## src/rtl/stream_mux_pkg.sv

```systemverilog
// Shared types and helpers for the round-robin stream multiplexer.
package stream_mux_pkg;

  typedef enum logic {MODE_FIXED, MODE_RR} mux_mode_e;

  typedef enum logic {ST_IDLE, ST_LOCKED} lock_state_e;

  // Modular increment: ptr in [0, n-1] -> next value, wrapping n-1 to 0.
  function automatic logic [31:0] next_ptr(input logic [31:0] ptr, input logic [31:0] n);
    logic [31:0] inc;
    inc = ptr + 32'd1;
    return (inc >= n) ? '0 : inc;
  endfunction

endpackage

```

## src/rtl/rr_arbiter.sv

```systemverilog
// Combinational rotating-priority arbiter: first requester at or after ptr wins.
module rr_arbiter #(
  parameter int N_CH  = 4,
  parameter int IDX_W = $clog2(N_CH)
) (
  input  logic [N_CH-1:0]  req,
  input  logic [IDX_W-1:0] ptr,
  output logic [N_CH-1:0]  gnt,
  output logic [IDX_W-1:0] gnt_idx
);

  localparam logic [31:0] N_CH_U = 32'(N_CH);

  logic [31:0] idx;
  logic        found;

  always_comb begin
    gnt     = '0;
    gnt_idx = '0;
    found   = 1'b0;
    idx     = '0;
    for (int unsigned off = 0; off < N_CH_U; off++) begin
      idx = 32'(ptr) + off;
      if (idx >= N_CH_U) idx = idx - N_CH_U;
      if (!found && req[idx]) begin
        found        = 1'b1;
        gnt[idx]     = 1'b1;
        gnt_idx      = IDX_W'(idx);
      end
    end
  end

endmodule

```

## src/rtl/stream_mux_rr.sv

```systemverilog
// N-channel registered stream mux with fixed or round-robin selection, locked per packet.
module stream_mux_rr
  import stream_mux_pkg::*;
#(
  parameter int N_CH  = 4,
  parameter int WIDTH = 8,
  parameter int SEL_W = $clog2(N_CH)
) (
  input  logic                  clk,
  input  logic                  rst_n,
  input  logic                  mode,
  input  logic [SEL_W-1:0]      sel,
  input  logic [N_CH-1:0]       in_valid,
  input  logic [N_CH-1:0]       in_last,
  input  logic [N_CH*WIDTH-1:0] in_data,
  output logic [N_CH-1:0]       in_ready,
  output logic                  out_valid,
  input  logic                  out_ready,
  output logic [WIDTH-1:0]      out_data,
  output logic                  out_last,
  output logic [SEL_W-1:0]      out_src
);

  localparam logic [31:0] N_CH_U = 32'(N_CH);

  lock_state_e      state_q, state_d;
  logic [SEL_W-1:0] lock_ch_q, lock_ch_d;
  logic [SEL_W-1:0] rr_ptr_q, rr_ptr_d;
  logic             out_valid_q, out_valid_d;
  logic [WIDTH-1:0] out_data_q, out_data_d;
  logic             out_last_q, out_last_d;
  logic [SEL_W-1:0] out_src_q, out_src_d;

  mux_mode_e        mode_e;
  logic             load;
  logic             xfer;
  logic [N_CH-1:0]  grant;
  logic [SEL_W-1:0] grant_idx;
  logic [N_CH-1:0]  arb_gnt;
  logic [SEL_W-1:0] arb_idx;
  logic [WIDTH-1:0] beat_data;
  logic             beat_last;

  assign mode_e = mux_mode_e'(mode);
  assign load   = !out_valid_q || out_ready;

  rr_arbiter #(.N_CH(N_CH)) u_arb (
    .req     (in_valid),
    .ptr     (rr_ptr_q),
    .gnt     (arb_gnt),
    .gnt_idx (arb_idx)
  );

  // A locked packet owns the mux regardless of mode/sel until its last beat.
  always_comb begin
    grant     = '0;
    grant_idx = '0;
    if (state_q == ST_LOCKED) begin
      if (in_valid[lock_ch_q]) begin
        grant[lock_ch_q] = 1'b1;
        grant_idx        = lock_ch_q;
      end
    end else if (mode_e == MODE_RR) begin
      grant     = arb_gnt;
      grant_idx = arb_idx;
    end else if ((32'(sel) < N_CH_U) && in_valid[sel]) begin
      grant[sel] = 1'b1;
      grant_idx  = sel;
    end
  end

  always_comb begin
    beat_data = '0;
    beat_last = 1'b0;
    for (int unsigned i = 0; i < N_CH_U; i++) begin
      if (grant[i]) begin
        beat_data = in_data[i*WIDTH +: WIDTH];
        beat_last = in_last[i];
      end
    end
  end

  assign in_ready = (rst_n && load) ? grant : '0;
  assign xfer     = |in_ready;

  always_comb begin
    state_d     = state_q;
    lock_ch_d   = lock_ch_q;
    rr_ptr_d    = rr_ptr_q;
    out_valid_d = out_valid_q;
    out_data_d  = out_data_q;
    out_last_d  = out_last_q;
    out_src_d   = out_src_q;
    if (load) begin
      out_valid_d = xfer;
      if (xfer) begin
        out_data_d = beat_data;
        out_last_d = beat_last;
        out_src_d  = grant_idx;
        if (beat_last) begin
          state_d = ST_IDLE;
          if (mode_e == MODE_RR)
            rr_ptr_d = SEL_W'(next_ptr(32'(grant_idx), N_CH_U));
        end else begin
          state_d   = ST_LOCKED;
          lock_ch_d = grant_idx;
        end
      end
    end
  end

  always_ff @(posedge clk) begin
    if (!rst_n) begin
      state_q     <= ST_IDLE;
      lock_ch_q   <= '0;
      rr_ptr_q    <= '0;
      out_valid_q <= 1'b0;
      out_data_q  <= '0;
      out_last_q  <= 1'b0;
      out_src_q   <= '0;
    end else begin
      state_q     <= state_d;
      lock_ch_q   <= lock_ch_d;
      rr_ptr_q    <= rr_ptr_d;
      out_valid_q <= out_valid_d;
      out_data_q  <= out_data_d;
      out_last_q  <= out_last_d;
      out_src_q   <= out_src_d;
    end
  end

  assign out_valid = out_valid_q;
  assign out_data  = out_data_q;
  assign out_last  = out_last_q;
  assign out_src   = out_src_q;

endmodule

```

## config.mk

```make
export PLATFORM = sky130hd
export DESIGN_NAME = stream_mux_rr
export DESIGN_NICKNAME = d
export VERILOG_FILES = /design/src/rtl/stream_mux_pkg.sv /design/src/rtl/rr_arbiter.sv /design/src/rtl/stream_mux_rr.sv
export SDC_FILE = /design/constraint.sdc
export NUM_CORES = 1
export LEC_CHECK = 0
export BUFFER_PORTS_ARGS = -buffer_cell sky130_fd_sc_hd__buf_4
export CAP_MARGIN = 30
export CORE_ASPECT_RATIO = 1.75
export CORE_UTILIZATION = 49
export CTS_CLUSTER_SIZE = 40
export DETAILED_ROUTE_END_ITERATION = 6
export GPL_ROUTABILITY_DRIVEN = 0
export GPL_TIMING_DRIVEN = 0
export HOLD_SLACK_MARGIN = 0.12
export PLACE_DENSITY = 0.8
export SYNTH_ARGS = -nofsm -noshare
export SYNTH_HDL_FRONTEND = slang
export SYNTH_SLANG_ARGS = --single-unit
```

## constraint.sdc

```tcl
create_clock -name clk -period 4.5 [get_ports clk]
set_clock_uncertainty 0.15 [all_clocks]
set_input_delay 0.45 -clock clk [delete_from_list [all_inputs] [get_ports clk]]
set_output_delay 0.45 -clock clk [all_outputs]
set_load 0.01 [all_outputs]
```

After elaboration in Yosys (flattened, before gate mapping) --
Cells that the tools add are included.
Storage, ports and cells: flip-flop bits (word level) 17, latch bits 0, bits in writable memories 0, ROM bits 0, input bits 46, output and inout bits 16, logic and storage cells 113, memories 0
Cells by class: add/subtract/negate cells 8, multiply operators 0, div/mod/pow operators 0, $lt $le $gt $ge 17, eq/ne operators 0, shift operators 0, multiplexer cells 58, bitwise operators 4, reduce and logical (&&, ||, !) cells 19
Operators with widths (count):
- $ge 32x1->1 const B | 4
- $lt 32x3->1 const B | 4
- $mux 32 | 4
- $ge 32x3->1 const B | 3
- $sub 32x3->32 const B | 3
- $mux 4 | 9
- $mux 8 | 4
- $mux 1 | 20
- $mux 2 | 9
- $bmux 1 s2 | 6
- $demux 1 s2 | 6
- $or 4x4->4 | 3
- $logic_and 1x1->1 | 10
- $add 2x1->3 const B | 2
- $add 2x2->3 const B | 2
- $lt 2x3->1 const B | 2
- $ge 2x1->1 const B | 2
- $logic_not 1->1 | 4
- $reduce_and 4->1 | 1
- $reduce_or 4->1 | 1
- $sub 2x3->4 const B | 1
- $ge 2x3->1 const B | 1
- $ge 3x3->1 const B | 1
- $reduce_and 3->1 | 1
- other kinds (3) | 3

Logic depth before layout (Yosys ltp) --
word-level depth 22, mapped depth 13, depth with buffers taken out 10

Cells and area by module --
Synthesis repeated with hierarchy kept, for this count alone.
Second synthesis, totals: cells, all modules 201, area total of the unflattened synthesis 1622.8 um^2
By module, submodules not included:
- stream_mux_rr | times used 1, cells an instance 150, area an instance 1144.8 um^2, sequential area each 340.3 um^2
- rr_arbiter | times used 1, cells an instance 51, area an instance 478.0 um^2, sequential area each 0.0 um^2

Worst setup path after synthesis --
Ideal clock, no wire load.
path kind register -> register, from register rr_ptr_q[0], to register lock_ch_q[0], library setup time 0.115 ns, data arrival time 3.394 ns, required time 4.235 ns, path slack 0.840 ns, stages on the path, launching flop included 14, buffers on the path 3, period minus slack after synthesis 3.660 ns, cell sequence dfxtp_1 -> buf_4 -> inv_1 -> ha_1 -> buf_2 -> mux4_2 -> or2_4 -> a2111oi_4 -> a211oi_2 -> and2_1 -> buf_6 -> a222oi_1 -> a21oi_1 -> a31o_1
On the way: longest elaborated chain between the ends 22, elaborated cells between the ends (all ways) 75, classes of those cells add/sub (7); order compare (12); mux (40); bitwise (4); reduce/logical (12)
Ends and longest elaborated chain:
- from (decl) | line stream_mux_rr.sv:28 | logic [SEL_W-1:0] rr_ptr_q, rr_ptr_d;
- from (signal assigned) | line stream_mux_rr.sv:124 | rr_ptr_q <= rr_ptr_d;
- branches (longest 22 deep; another with $sub 32x3->32)
- to (signal assigned) | line stream_mux_rr.sv:123 | lock_ch_q <= lock_ch_d;
- to (decl) | line stream_mux_rr.sv:27 | logic [SEL_W-1:0] lock_ch_q, lock_ch_d;
Parallel ways; which one is timed is not known. The select of a mux whose other input is x is not followed. A chain may end at the register's enable or synchronous reset.

Worst setup path in the final report --
from register rr_ptr_q[0], to output port in_ready[1]
On the way: longest elaborated chain between the ends 17, elaborated cells between the ends (all ways) 62, classes of those cells add/sub (7); order compare (12); mux (30); bitwise (3); reduce/logical (10)
Ends and longest elaborated chain:
- branches (longest 13 deep; another with $sub 32x3->32)
- $mux 4 * | line rr_arbiter.sv:25 | if (!found && req[idx]) begin
- $mux 4 * | line stream_mux_rr.sv:63 | end else if (mode_e == MODE_RR) begin
- $mux 4 * | line stream_mux_rr.sv:58 | if (state_q == ST_LOCKED) begin
- $mux 4 * | line stream_mux_rr.sv:83 | assign in_ready = (rst_n && load) ? grant : '0;
- to (decl) | line stream_mux_rr.sv:16 | output logic [N_CH-1:0] in_ready,
Mark *: on every way between the ends. The select of a mux whose other input is x is not followed.

==> metrics.cfg <==
[detailed_routing]
via_per_inst=5.97
wl_per_cell_um=16.4
first_pass_iters=6
ant_nets=0
postRouteWirelength_um=5070
vias=1839
drc=0
first_iter_violations=63

[sta]
slew-limit-headroom_pct=56.8
max_freq_mhz=253
slew_violations=0
whs_ns=0.348
worst_slew_pin_slew_ns=0.644
fin_crit_sh_pct=88.0
tns_ns=0
finalSetupViolCount=0
hold_viol_final=0
rsz0062_at_grt=false
finalCriticalPeriod_ns=3.96

[placed_design]
dp_hpwl_um=3910
io_buffers=59

[power]
finalPower_uw=723
powerDensity_mw_per_mm2=331
vdd_drop_max_uv=253
seqPwrFrac_pct=28.4
p_comb_share_pct=55.9
p_sw_uw=295
internal_power_uw=428
p_leak_uw=0.000910
swShare_pct=40.9
pwr-share-clk_pct=15.7

[clock_tree]
cts_resized=0
clock-sinks=17
cts_tree=yes
cts_made_buffers=3
clk_pin_slew_ns=0.07
post_cts_buffers=0
clk_latency_ns=0.25
postCtsHoldBufs=0
h-tree-depth=1
clk_path_buf_depth=2
cts_root_buf=clkbuf_8

[hold_path]
min_from=in_data[18]
worstHoldPathType=input port to flip-flop

[floorplan]
rows=27
start_util_pct=51.5
pin_count=62
dieHeight_um=78.4
coreArea_sq_mm=0.00318
dieWidth_um=45.7
dieArea_sq_mm=0.00358

[synth]
synth_area_sq_mm=0.00163
synth_common_cells=o21ai_0, a21oi_1, dfxtp_1, nand3b_1, nand2_1
synthFlopType=dfxtp_1
synthTopCellsByArea=dfxtp_1, nand3b_1, o21ai_0, a21oi_1, a222oi_1
synth-edff-count=0
async_flop_share_pct=0
synthCells=201
avgSynthCellArea_sq_um=8.13
synthesis.nets=253
ys_ff_latch=17
yosysUniqueCellTypes=47
ys_warn_count=0
synth_top_cell_area_share_pct=20.8
yosysMostFrequentCell=o21ai_0
synth.largest_area_cell=dfxtp_1
ys_seq_area_share_pct=20.8

[setup_path]
path_class=flip-flop to output port
worstPathArrival_ns=3.36
setup.worst_path.end_class=output port
start_kind=flip-flop
r2r_start=rr_ptr_q[0]
cp.required_ns=3.90
crit_fanout=10
crit_start=rr_ptr_q[0]

[grt]
globalRouteOverflowTotal=0
first_global_vias=1803
grt_max_degree=11
antenna_found_initial=0
grt_usage_pct=31.3
grt_pass1_wl_um=8490

[finish]
antenna_cells=0
finalNetCount=318
areaGrowthSynthToFinish_pct=33.6
layout-drive-gt1-share_pct=32.8
fillCellCount=300
multiInputGateArea_sq_mm=0.00116
final-seq-area_sq_um=340

[run_status]
outcome=completed

[job]
cap_violations=0

## registers in the layout, summed over array words and instances (netlist names)
signal,flops
out_valid,1
lock_ch_q,2
state_q,1
out_data,8
out_src,2
out_last,1
rr_ptr_q,2
## metal layers
layer  GRT usage, %  vias to the layer above  routed length [um]  part of all wire, %
met2           53.0                       58                2760                   55
met4           15.8                        0                 215                  4.2
met3           4.14                       17                 197                  3.9
met1           36.2                      884                1890                   37
li1               -                      880                   -                    -
met5              0                        -                   0                    0
## worst max-delay path, cell delays in order, from the launching register on
cell and delay, ns:
dfxtp_1 0.54, buf_4 0.26, inv_1 0.10, ha_1 0.28
buf_2 0.18, mux4_2 0.41, nand2_1 0.12, o21ai_2 0.07
a221oi_4 0.53, clkbuf_1 0.38, nor2_1 0.08, buf_4 0.15
## cells in the final DEF (no fill, tap or decap), types with 2 or more instances in the layout
master / netlist / routed
dfxtp_1: 17 / 17
buf_6: 2 / 2
nor2_1: 11 / 11
ha_1: 6 / 6
nand3b_1: 16 / 16
a222oi_1: 9 / 9
clkbuf_8: 0 / 3
nand2_1: 15 / 15
clkbuf_1: 7 / 8
nand3_1: 3 / 3
buf_4: 1 / 61
nor3_1: 3 / 3
nor2b_1: 5 / 5
mux2_2: 3 / 3
mux2i_1: 9 / 9
o21ai_0: 21 / 21
o21a_1: 2 / 2
o31ai_1: 2 / 2
a211oi_1: 2 / 2
a31oi_1: 2 / 2
a21oi_1: 18 / 18
inv_1: 13 / 13
nand2b_1: 2 / 2
a31o_1: 2 / 2
buf_2: 4 / 4
mux4_2: 4 / 4
## through the flow
step	instances	util [%]	worst slack (ns)	instance area, sq um
floorplan	201	-	0.840	1630
global placement	303	67.1	0.235	2130
detailed placement	303	67.1	0.159	2130
CTS	307	68.5	0.145	2180
global route	308	68.8	0.262	2180
finish	308	68.8	0.542	2180
## power groups by stage
stage          Sequential, uW  Combinational, uW  Clock (uW)
3_3_place_gp              208                390           0
5_1_grt                   209                442         121
2_1_floorplan             212                254           0
4_1_cts                   205                398         114
3_5_place_dp              207                397           0
6_report                  205                404         114
## cell families (layout without fill, tap and decap cells)
group           after synthesis  count (layout)  synth area share [%]
simple gates                 64              64                  22.0
flops                        17              17                  20.8
buf+inv                      28              92                  7.89
compound gates               69              69                  31.1
xor+xnor                      1               1                 0.536
fa+ha+maj                     6               6                  4.59
mux                          16              16                  13.1
## cell type report
type | instances | area share [%]
Sequential cell | 17 | 15.6
Buffer | 15 | 3.67
Inverter | 13 | 2.23
Timing Repair Buffer | 60 | 20.6
Tap cell | 43 | 2.46
Clock buffer | 4 | 2.06
Multi-Input combinational cell | 156 | 53.4
## worst paths after layout
check | endpoint | slack [ns] | depth (start not counted)
setup / recovery | in_ready[1] | 0.54 | 11
setup reg to reg | lock_ch_q[1] | 0.56 | 14
hold / removal | out_data[2] | 0.35 | 3
hold reg to reg | out_src[1] | 0.37 | 2
No activity file was read; power rests on OpenSTA's default activity.
